[src/rtl/dly_pkg.sv]
// Shared types and helpers for the programmable delay line controller.
package dly_pkg;

  typedef enum logic {
    DLY_RUN  = 1'b0,
    DLY_HOLD = 1'b1
  } dly_state_e;

  // Saturate a requested delay at the deepest tap the line provides.
  function automatic int unsigned dly_clamp(input int unsigned req, input int unsigned max_dly);
    return (req > max_dly) ? max_dly : req;
  endfunction

endpackage

[src/rtl/dly_line.sv]
// Free-running tapped shift register; tap 0 bypasses the line and returns sig_i unregistered.
module dly_line #(
  parameter int unsigned MAX_DLY = 16,
  parameter int unsigned DW      = 1,
  localparam int unsigned CW     = $clog2(MAX_DLY + 1)
) (
  input  logic          clk,
  input  logic          rst_n,
  input  logic [DW-1:0] sig_i,
  input  logic [CW-1:0] tap_i,
  output logic [DW-1:0] dly_o
);

  logic [DW-1:0] stage_q [MAX_DLY];

  always_ff @(posedge clk or negedge rst_n) begin
    if (!rst_n) begin
      for (int i = 0; i < int'(MAX_DLY); i++) begin
        stage_q[i] <= '0;
      end
    end else begin
      stage_q[0] <= sig_i;
      for (int i = 1; i < int'(MAX_DLY); i++) begin
        stage_q[i] <= stage_q[i-1];
      end
    end
  end

  // stage_q[k-1] holds sig_i from k clocks ago.
  always_comb begin
    dly_o = sig_i;
    for (int i = 1; i <= int'(MAX_DLY); i++) begin
      if (tap_i == CW'(i)) begin
        dly_o = stage_q[i-1];
      end
    end
  end

endmodule

[src/rtl/dly_ctrl.sv]
// Runtime-retunable delay line with glitch-free delay increases via a HOLD phase.
// Optional DLY_CTRL_STATS_EN adds cfg_cnt, a wrapping count of accepted requests.
module dly_ctrl
  import dly_pkg::*;
#(
  parameter int unsigned MAX_DLY = 16,
  parameter int unsigned DW      = 1,
  parameter int unsigned RST_DLY = 1,
  localparam int unsigned CW     = $clog2(MAX_DLY + 1)
) (
  input  logic          clk,
  input  logic          rst_n,
  input  logic [DW-1:0] sig,
  output logic [DW-1:0] sig_dly,
  input  logic          cfg_valid,
  input  logic [CW-1:0] cfg_dly,
  output logic          cfg_ready,
  output logic [CW-1:0] dly_cur,
  output logic          busy
`ifdef DLY_CTRL_STATS_EN
  ,
  output logic [7:0]    cfg_cnt
`endif
);

  dly_state_e    state_q;
  logic [CW-1:0] dly_q;
  logic [CW-1:0] cnt_q;
  logic [DW-1:0] hold_q;
  logic          ready_q;
  logic          busy_q;
  logic [CW-1:0] req_d;
  logic [DW-1:0] tap_dly;
  logic          accept;

  dly_line #(
    .MAX_DLY (MAX_DLY),
    .DW      (DW)
  ) u_line (
    .clk   (clk),
    .rst_n (rst_n),
    .sig_i (sig),
    .tap_i (dly_q),
    .dly_o (tap_dly)
  );

  assign req_d  = CW'(dly_clamp(32'(cfg_dly), MAX_DLY));
  assign accept = cfg_valid && ready_q;

  // An increase freezes the output on the last delivered sample until the line
  // has filled to the new depth, so no sample is skipped or repeated afterwards.
  always_ff @(posedge clk or negedge rst_n) begin
    if (!rst_n) begin
      state_q <= DLY_RUN;
      dly_q   <= CW'(RST_DLY);
      cnt_q   <= '0;
      hold_q  <= '0;
      ready_q <= 1'b1;
      busy_q  <= 1'b0;
    end else begin
      case (state_q)
        DLY_RUN: begin
          if (accept) begin
            dly_q <= req_d;
            if (req_d > dly_q) begin
              hold_q  <= tap_dly;
              cnt_q   <= req_d - dly_q;
              state_q <= DLY_HOLD;
              ready_q <= 1'b0;
              busy_q  <= 1'b1;
            end
          end
        end
        DLY_HOLD: begin
          cnt_q <= cnt_q - CW'(1);
          if (cnt_q == CW'(1)) begin
            state_q <= DLY_RUN;
            ready_q <= 1'b1;
            busy_q  <= 1'b0;
          end
        end
        default: begin
          state_q <= DLY_RUN;
          ready_q <= 1'b1;
          busy_q  <= 1'b0;
        end
      endcase
    end
  end

  assign sig_dly   = busy_q ? hold_q : tap_dly;
  assign cfg_ready = ready_q;
  assign busy      = busy_q;
  assign dly_cur   = dly_q;

`ifdef DLY_CTRL_STATS_EN
  logic [7:0] cfg_cnt_q;

  always_ff @(posedge clk or negedge rst_n) begin
    if (!rst_n) begin
      cfg_cnt_q <= '0;
    end else if (accept) begin
      cfg_cnt_q <= cfg_cnt_q + 8'd1;
    end
  end

  assign cfg_cnt = cfg_cnt_q;
`endif

endmodule

[config.mk]
export PLATFORM = sky130hd
export DESIGN_NAME = dly_ctrl
export DESIGN_NICKNAME = d
export VERILOG_FILES = /design/src/rtl/dly_pkg.sv /design/src/rtl/dly_line.sv /design/src/rtl/dly_ctrl.sv
export SDC_FILE = /design/constraint.sdc
export NUM_CORES = 1
export LEC_CHECK = 0
export BUFFER_PORTS_ARGS = -buffer_cell sky130_fd_sc_hd__buf_4
export CAP_MARGIN = 20
export CORE_MARGIN = 3
export CORE_UTILIZATION = 52
export CTS_BUF_LIST = sky130_fd_sc_hd__clkbuf_16
export CTS_CLUSTER_SIZE = 8
export DETAILED_ROUTE_END_ITERATION = 8
export GPL_ROUTABILITY_DRIVEN = 0
export PLACE_DENSITY = 0.69
export SETUP_SLACK_MARGIN = 0.1
export SLEW_MARGIN = 20
export SYNTH_ARGS = -nofsm -noshare
export SYNTH_HDL_FRONTEND = slang
export SYNTH_SLANG_ARGS = --single-unit
[constraint.sdc]
create_clock -name clk -period 2.53 [get_ports clk]
set_input_delay 0.506 -clock clk [delete_from_list [all_inputs] [get_ports clk]]
set_output_delay 0.506 -clock clk [all_outputs]
set_load 0.02 [all_outputs]
### Yosys cells after proc, flatten, opt, wreduce, memory -nomap -nowiden

Index checks and enable logic that the tools add are counted.
Widths: inputs -> output; s select.

| word-level totals | value |
|---|---|
| output and inout port bits | 8 |
| memories | 0 |
| memory bits (read-only) | 0 |
| latch bits | 0 |
| input port bits | 9 |
| bits in registers | 30 |
| RAM bits | 0 |
| word-level logic and storage cells | 85 |

| operators by class | value |
|---|---|
| bitwise gates (word level) | 1 |
| equality and inequality tests | 20 |
| magnitude comparators | 2 |
| shift operators | 0 |
| $add $sub $neg | 2 |
| mux-type cells | 33 |
| reduce and logical (&&, ||, !) cells | 5 |
| multiply operators | 0 |
| div/mod/pow operators | 0 |

Operators by type and width:

| kind | count |
|---|---|
| $eq 5x4->1 const B | 8 |
| $mux 1 | 26 |
| $eq 5x3->1 const B | 4 |
| $mux 5 | 3 |
| $eq 5x1->1 const B | 2 |
| $eq 5x2->1 const B | 2 |
| $pmux 5 s2 | 1 |
| $pmux 1 s2 | 3 |
| $reduce_and 3->1 | 2 |
| $eq 5x5->1 const B | 1 |
| $gt 5x5->1 | 1 |
| $gt 5x5->1 const B | 1 |
| $sub 5x1->5 const B | 1 |
| $sub 5x5->5 | 1 |
| $ne 2x2->1 const B | 2 |
| $reduce_and 2->1 | 2 |
| $ne 2x1->1 const B | 1 |
| $logic_and 1x1->1 | 1 |
| $not 1->1 | 1 |

### Longest topological paths before layout

Gate-level depths: netlist of run 1.

| logic depth | value |
|---|---|
| word-level depth | 18 |
| gate-level depth with buffers | 9 |
| gate-level depth less buffers | 9 |

### Hierarchy

From an unflattened synthesis of run 1, not the netlist that was laid out.

| second synthesis, totals | value |
|---|---|
| cell total of the unflattened synthesis | 147 |
| area, all modules | 1621.6 um^2 |

By module, submodules not included:

| module | sequential area each (um^2) | area an instance (um^2) | cells an instance | times used |
|---|---|---|---|---|
| dly_ctrl | 352.8 | 914.6 | 88 | 1 |
| dly_line | 400.4 | 706.9 | 59 | 1 |

### Least setup slack after synthesis of run 1

OpenSTA, ideal clock, no wires.

| timing | value |
|---|---|
| path kind | register to output |
| start point | register dly_q[0] (netlist: dly_cur[0]) |
| end point | output port sig_dly |
| path buffers | 1 |
| arrival | 2057 ps |
| stages on the path, launching flop included | 8 |
| data required time | 2024 ps |
| slack | -33 ps |
| path through | dfstp_2 clkbuf_2 nand2_1 or4b_2 a21oi_1 nor4_1 o21ai_1 mux2_2 |

| between the ends | value |
|---|---|
| longest elaborated chain between the ends | 18 |
| elaborated cells on any way between the ends | 33 |
| those cells by class | 16 x eq/ne; 17 x mux |

Ends and longest elaborated chain:

| item | line | source |
|---|---|---|
| start: declaration | dly_ctrl.sv:27 | `logic [CW-1:0] dly_q;` |
| start signal: assignment | dly_ctrl.sv:55 | `dly_q <= CW'(RST_DLY);` |
| start signal: assignment | dly_ctrl.sv:64 | `dly_q <= req_d;` |
| $eq 5x1->1 | dly_line.sv:33 | `if (tap_i == CW'(i)) begin` |
| $mux 1 (15 in a row) | dly_line.sv:33 |  |
| $mux 1 * | dly_line.sv:33 |  |
| $mux 1 * | dly_ctrl.sv:91 | `assign sig_dly = busy_q ? hold_q : tap_dly;` |
| end: declaration | dly_ctrl.sv:14 | `output logic [DW-1:0] sig_dly,` |

Mark *: on every way between the ends. The rest lies on a longest branch, timed or not.

### Final worst setup path of run 1

Same ends and word-level chain as after synthesis.

==> results.toml, run 1 <==
[run_status]
status = "complete, but fails checks"
violations = "setup timing"

[floorplan]
fp.dieH_um = 62.1
io_pins = 17
num_rows = 19
core_um2 = 2880
die_w_um = 62.1
floorplan.initialDensity_pct = 57.0
dieArea_um2 = 3860

[detailed_routing]
num_vias = 1267
drt_iter0_drc = 104
drt_pass1_iterations = 4
drc = 0
wl_per_cell_um = 15.6
drt_wl_total_um = 3600
antenna_left = 0
viasPerCell = 5.48

[finish]
syn2layout_area_growth_pct = 26.3
seq_area_um2 = 757
final_design_area_no_fill_um2 = 2070
final_layout_size_suffix_gt1_share_pct = 31.2
diodes = 0
utilization_pct = 72.0
multiInputGateArea_um2 = 810
nets = 205
fillers = 212

[critical_path]
worstPathRequired_ns = 2.02
worst_r2r_path_depth = 9
worst_setup_path_start_kind = "flop"
cp.arrival_ns = 2.23
critical_path.endpoint_type = "output port"
crit_fanout = 6
worst_r2r_endpoint = "cnt_q[1]"
worstReg2RegStart = "dly_cur[0]"
reg2reg_slack_ns = 0.23
startpoint = "dly_cur[0]"
crit_type = "reg2out"

[clock_network]
htree_levels = 2
tritoncts = "done"
clk_path_buf_depth = 2
clkLatencyLatePin_ns = 0.27
cts_hold_buf = 0
clk_pin_slew_ns = 0.05
clkSinkCount = 30
cts_made_buffers = 5
root_buffer = "clkbuf_16"

[synth]
syn_inst = 152
synthDistinctLibCells = 47
ys_seq_area_share_pct = 46.0
syn-num-nets = 169
synth_ff_type = "dfrtp_1"
synth_common_cells = "28 x dfrtp_1, 13 x inv_1, 10 x o21ai_0, 9 x mux2i_1, 8 x nor2b_1"
synth_top_area_share_pct = 42.7
synth_async_sr_flop_share_pct = 100
synth_warnings = 0
avgSynthCellArea_um2 = 10.8
yosys.area.top_type = "dfrtp_1"
synth_area_leaders = "dfrtp_1 43%, mux2i_1 5.5%, ha_1 5.3%"
ys_ff_latch = 30
synth-edff-count = 0
netlist_area_um2 = 1640
post-synth-top-count-cell = "dfrtp_1"

[sta]
rsz0062_at_grt = "yes"
setup_viol_count_final = 1
max_freq_mhz = 366
maxSlewViolCount = 0
worst_slack_ns = -0.204
hold_slack_ns = 0.156
hold_viol = 0
post-route-period-util_pct = 108
fin_crit_ns = 2.73
tightest_slew_ns = 0.399
setup-tns-final_ns = -0.204
clock_skew_ns = 0.00381
slew_headroom_pct = 73.3

[power_and_ir_drop]
leakage_nw = 0.966
peakVddDrop_mv = 0.299
powerDensity_nw_per_um2 = 529

[global_route]
antenna_found_initial = 0
grt-ovfl-total = 0
grt_max_degree = 31
track_usage_pct = 20.2
grt_pass1_wl_um = 6170
grt_pass1_vias = 1264

[placement]
place_area_um2 = 1850
port_buffers = 16
dp_hpwl_um = 2640

[min_path]
hp-class = "in2async"

[job]
max-cap-violations = 0
-- routing by layer --
metal	share of wire [%]	wire (um)	global-route usage [%]	up-vias
li1	-	-	-	619
met1	46	1670	26.1	611
met2	48	1720	33.2	32
met3	4.7	171	4.86	5
met4	1.1	40	6.63	0
met5	0	0	0	-
-- critical path: stages, from the launching register on --
cell and delay [ns]:
dfstp_2 0.60, inv_2 0.05, a2111o_1 0.36, o2111a_1 0.15
nor4_2 0.28, o21ai_1 0.11, mux2_4 0.28, buf_6 0.13
-- power by group --
part,internal [W],switching [W]
sequential,0.000494,0.00000834
clock,0.000354,0.000186
combinational,0.0000239,0.0000300
total,0.000872,0.000224
-- stage by stage --
stage | std cells | total power, W | setup slack, ns
6_report | 231 | 0.00110 | -0.204
5_1_grt | 231 | 0.00114 | -0.291
4_1_cts | 227 | 0.00111 | -0.199
3_5_place_dp | 213 | 0.000563 | -0.0825
3_3_place_gp | 213 | 0.000561 | 0.0508
2_1_floorplan | 152 | 0.000532 | 0.0984
-- layout by cell type (no fill, tap or decap), drive strengths merged, types with 2 or more instances in the layout --
master / n
o31ai: 2
o211ai: 2
a21oi: 5
nand4: 3
dfrtp: 28
dfstp: 2
mux2: 6
nor3: 2
nor2b: 8
buf: 34
ha: 7
o21ai: 11
clkinv: 2
nand3b: 2
xnor2: 5
o311ai: 2
nand2: 7
mux2i: 9
a31oi: 2
nor2: 6
nand2b: 3
inv: 14
clkbuf: 6
-- cells by family after synthesis --
family	synth area share (%)
buf+inv	5.80
flops	46.0
compound gates	15.3
simple gates	13.6
mux	9.62
fa+ha+maj	6.56
xor+xnor	3.21
-- timing repair --
item | 4_1_cts | 5_1_grt
gates resized for setup | 7 | 2
gates cloned | 0 | 1
buffers inserted | 6 | 3
pin swaps | 3 | 4
endpoints found under the setup margin | 7 | 9
hold endpoints to repair | 0 | 0
-- registers in the layout, indices dropped and copies added, names as in the netlist --
signal          cells
busy                1
cfg_ready           1
cnt_q               5
dly_cur             5
hold_q              1
state_q             1
u_line.stage_q     16
-- worst max-delay path by stage --
stage / endpoint / depth (start not counted) / slack, ns
final: sig_dly / 7 / -0.20
after global routing: sig_dly / 7 / -0.29
after CTS: sig_dly / 8 / -0.20
after detailed placement: cnt_q[4] / 11 / -0.08
after global placement: cnt_q[1] / 11 / 0.05
after floorplan: sig_dly / 7 / 0.1
-- layout make-up --
class | count | share of cell area (%)
Multi-Input combinational cell | 103 | 39.1
Sequential cell | 30 | 36.6
Timing Repair Buffer | 35 | 12.8
Clock buffer | 5 | 6.04
Tap cell | 42 | 2.54
Inverter | 13 | 2.36
Clock inverter | 3 | 0.604
(Power assumes the default switching activity.)
==> run 2: changes to the inputs <==
--- a/config.mk
+++ b/config.mk
@@ -13,7 +13,7 @@
 export CTS_CLUSTER_SIZE = 8
 export DETAILED_ROUTE_END_ITERATION = 8
 export GPL_ROUTABILITY_DRIVEN = 0
-export PLACE_DENSITY = 0.69
+export PLACE_DENSITY = 0.72
 export SETUP_SLACK_MARGIN = 0.1
 export SLEW_MARGIN = 20
 export SYNTH_ARGS = -nofsm -noshare
==> constraint.sdc (replaced) <==
create_clock -name clk -period 2.2 [get_ports clk]
set_input_delay 0.44 -clock clk [delete_from_list [all_inputs] [get_ports clk]]
set_output_delay 0.44 -clock clk [all_outputs]
set_load 0.02 [all_outputs]
==> results.toml, run 2 (same netlist as run 1, synthesis figures left out) <==
[sta]
worst_slack_ns = -0.480
max_freq_mhz = 373
rsz0062_at_grt = "yes"
tightest_slew_ns = 0.476
maxSlewViolCount = 0
slew_headroom_pct = 68.3
hold_viol = 0
fin_crit_ns = 2.68
setup-tns-final_ns = -0.568
clock_skew_ns = 0.00618
post-route-period-util_pct = 122
setup_viol_count_final = 3
hold_slack_ns = 0.0804

[clock_network]
clk_path_buf_depth = 2
htree_levels = 2
clk_pin_slew_ns = 0.05
clkSinkCount = 30
tritoncts = "done"
cts_made_buffers = 5
clkLatencyLatePin_ns = 0.28
root_buffer = "clkbuf_16"

[critical_path]
worstPathRequired_ns = 1.76
crit_fanout = 9
critical_path.endpoint_type = "output port"
cp.arrival_ns = 2.24
worst_setup_path_start_kind = "flop"
crit_type = "reg2out"

[detailed_routing]
viasPerCell = 5.67
drt_wl_total_um = 4120
drt_pass1_iterations = 4
antenna_left = 0
drt_iter0_drc = 86
drc = 0
wl_per_cell_um = 17.3
num_vias = 1349

[power_and_ir_drop]
leakage_nw = 1.04
power.total_w = 0.00153
switchingPower_w = 0.000286
p_clk_share_pct = 57.3
seqPwrFrac_pct = 37.7
peakVddDrop_mv = 0.480
p_int_w = 0.00125
powerDensity_nw_per_um2 = 683
switching_share_pct = 18.6
combPwrFrac_pct = 5.0

[finish]
top_register = "u_line.stage_q"
nets = 212
largest_reg_flops = 16
diodes = 0
post_layout_nonfiller_instances = 238
final_layout_size_suffix_gt1_share_pct = 39.8
syn2layout_area_growth_pct = 37.0
mostFrequentLayoutCell = "buf_4"
layout_common_cells = "40 x buf_4, 26 x dfrtp_1, 10 x inv_1"

[global_route]
grt_max_degree = 31
grt_pass1_vias = 1508
grt-ovfl-total = 0
grt_pass1_wl_um = 7110
antenna_found_initial = 0
track_usage_pct = 23.4

[placement]
port_buffers = 16
post-place-ws_ns = -0.283
dp_hpwl_um = 2810
dp_cells = 225

[floorplan]
fp.dieH_um = 62.1
floorplan.initialDensity_pct = 57.0
core_um2 = 2880
die_w_um = 62.1
io_pins = 17
dieArea_um2 = 3860
num_rows = 19

[run_status]
violations = "setup timing"
status = "complete, but fails checks"

[job]
max-cap-violations = 0

[min_path]
hp-class = "in2async"
==> run 2: worst max-delay path, stage by stage (launching register included) <==
cell	delay (ns)
dfrtp_2	0.47
buf_4	0.18
o311ai_0	0.43
o21ai_1	0.17
a31o_2	0.27
o21ai_1	0.16
mux2_4	0.16
buf_4	0.13
==> run 2: repair_timing <==
item / CTS / global route
buffers inserted: 4 / 1
hold buffers: 0 / 0
resized for setup: 12 / 5
endpoints found under the setup margin: 10 / 9
pin swaps: 3 / 0
gates cloned: 0 / 0
==> run 2: worst paths after layout <==
| kind | startpoint | endpoint | slack, ns | cells after the start |
|---|---|---|---|---|
| worst max-delay path | dly_cur[1] | sig_dly | -0.48 | 7 |
| worst min-delay path | rst_n | cnt_q[0] | 0.08 | 1 |
| worst max register to register | dly_cur[0] | cnt_q[0] | -0.06 | 9 |
| worst min register to register | u_line.stage_q[13] | u_line.stage_q[12] | 0.37 | 0 |
| max in group asynchronous | rst_n | cfg_ready | 1.81 | 1 |
| min in group clk | sig | u_line.stage_q[15] | 0.29 | 1 |
==> run 2: power groups by stage <==
stage	combinational, W	clock (W)	sequential, W
2_1_floorplan	0.0000327	0	0.000583
3_3_place_gp	0.0000685	0	0.000587
3_5_place_dp	0.0000710	0	0.000587
4_1_cts	0.0000758	0.000884	0.000578
5_1_grt	0.0000848	0.000931	0.000580
6_report	0.0000767	0.000879	0.000579
==> run 2: cell type report <==
class	instances	area, um^2
Tap cell	42	52.6
Sequential cell	30	756
Clock buffer	5	125
Clock inverter	3	63.8
Timing Repair Buffer	42	323
Inverter	13	53.8
Fill cell	188	631
Multi-Input combinational cell	103	872
==> run 2: stage by stage <==
step | utilization (%) | instance area (um^2)
2_1_floorplan | - | 1700
3_3_place_gp | 68.5 | 1970
3_5_place_dp | 68.5 | 1970
4_1_cts | 77.4 | 2230
5_1_grt | 78.1 | 2250
6_report | 78.1 | 2250
==> run 2: metal layers <==
layer  vias to the layer above  routed length [um]  track usage, %
li1                        627                   -               -
met1                       666                1880            30.2
met2                        44                1930            36.4
met3                        12                 219            7.93
met4                         0                  81            8.84
met5                         -                   0               0
==> run 3: changes to the inputs <==
--- a/config.mk
+++ b/config.mk
@@ -13,6 +13,7 @@
 export CTS_CLUSTER_SIZE = 8
 export DETAILED_ROUTE_END_ITERATION = 8
 export GPL_ROUTABILITY_DRIVEN = 0
+export GPL_TIMING_DRIVEN = 0
 export PLACE_DENSITY = 0.72
 export SETUP_SLACK_MARGIN = 0.1
 export SLEW_MARGIN = 20
==> results.toml, run 3 (same netlist as run 1, synthesis figures left out) <==
[run_status]
status = "complete, but fails checks"
violations = "setup timing"

[floorplan]
dieArea_um2 = 3860
core_um2 = 2880
floorplan.initialDensity_pct = 57.0
num_rows = 19
io_pins = 17
fp.dieH_um = 62.1
die_w_um = 62.1

[critical_path]
crit_type = "reg2out"
crit_buf_inv = 2
cpMostUsedCell = "buf_6"
crit_slowest_cell = "dfrtp_2"
critical_path.endpoint_type = "output port"
worstPathRequired_ns = 1.76
crit_fanout = 3
worst_setup_path_start_kind = "flop"
cp_cell_sequence = "buf_6, or2_4, a2111o_1, o2111a_1, nor4_2, o21ai_2, mux2_4, buf_6"
cpPeakStageDelay_ns = 0.40
critPathTopFamily = "simple AND/OR/NAND/NOR gates"
cp.arrival_ns = 2.31

[sta]
tightest_slew_ns = 0.650
fin_crit_ns = 2.75
hold_viol = 0
setup_viol_count_final = 10
hold_slack_ns = 0.0842
slew_headroom_pct = 56.6
setup-tns-final_ns = -1.38
clock_skew_ns = 0.00425
maxSlewViolCount = 0
worst_slack_ns = -0.546
rsz0062_at_grt = "yes"
post-route-period-util_pct = 125
max_freq_mhz = 364

[clock_network]
tritoncts = "done"
clkSinkCount = 30
clkLatencyLatePin_ns = 0.28
htree_levels = 2
root_buffer = "clkbuf_16"
cts_made_buffers = 5
clk_path_buf_depth = 2
clk_pin_slew_ns = 0.05

[finish]
diodes = 0
layout_common_cells = "29 x buf_4, 25 x dfrtp_1, 13 x buf_6"
top_register = "u_line.stage_q"
final_layout_size_suffix_gt1_share_pct = 43.9
largest_reg_flops = 16
fillers = 150
nets = 214
syn2layout_area_growth_pct = 42.6
mostFrequentLayoutCell = "buf_4"
utilization_pct = 81.3

[detailed_routing]
drc = 0
num_vias = 1366
drt_wl_total_um = 4310
wl_per_cell_um = 18.0
drt_iter0_drc = 61
antenna_left = 0
drt_pass1_iterations = 4
viasPerCell = 5.69

[placement]
dp_hpwl_um = 2600
port_buffers = 16
post-place-ws_ns = -0.369

[power_and_ir_drop]
peakVddDrop_mv = 0.506
powerDensity_nw_per_um2 = 555
power.total_w = 0.00130
leakage_nw = 1.06

[global_route]
track_usage_pct = 23.7
grt_max_degree = 31
antenna_found_initial = 0
grt_pass1_vias = 1474
grt_pass1_wl_um = 7110
grt-ovfl-total = 0

[job]
max-cap-violations = 0

[min_path]
hp-class = "in2async"
run 3: cell type report:
class / count / area, um^2 / area share [%]
Clock buffer: 5 / 125 / 5.35
Timing Repair Buffer: 38 / 323 / 13.8
Buffer: 6 / 60.1 / 2.57
Clock inverter: 3 / 11.3 / 0.482
Multi-Input combinational cell: 103 / 950 / 40.6
Tap cell: 42 / 52.6 / 2.25
Inverter: 13 / 58.8 / 2.52
Sequential cell: 30 / 757 / 32.4
run 3: power breakdown:
part	leakage (nW)	switching, W	internal [W]
combinational	0.627	0.0000454	0.0000407
clock	0.0738	0.000227	0.000405
sequential	0.359	0.0000100	0.000568
run 3: path summary, 6_finish.rpt:
check / from / end / slack, ns / cells past startpoint
setup / recovery: dly_cur[3] / sig_dly / -0.55 / 8
hold / removal: rst_n / u_line.stage_q[4] / 0.08 / 1
setup reg to reg: dly_cur[1] / cnt_q[1] / -0.16 / 14
hold reg to reg: u_line.stage_q[13] / u_line.stage_q[12] / 0.37 / 0
max in group asynchronous: rst_n / dly_cur[0] / 1.79 / 1
min in group clk: sig / u_line.stage_q[15] / 0.29 / 1
run 3: what timing repair did:
action                                  4_1_cts  5_1_grt
pin swaps                                     9        4
endpoints found under the setup margin       10        9
buffers inserted                             17        5
hold buffers                                  0        0
resized for setup                            22       20
run 3: metal layers:
layer	up-vias	global-route usage [%]	routed length [um]
met3	13	5.77	195
met5	-	0	0
li1	633	-	-
met4	0	11.9	107
met1	682	29.4	1880
met2	38	38.4	2130
run 3: through the flow:
stage          cells  area [um^2]
2_1_floorplan    152         1700
3_5_place_dp     210         1870
6_report         240         2340
5_1_grt          240         2340
4_1_cts          235         2240
3_3_place_gp     210         1870
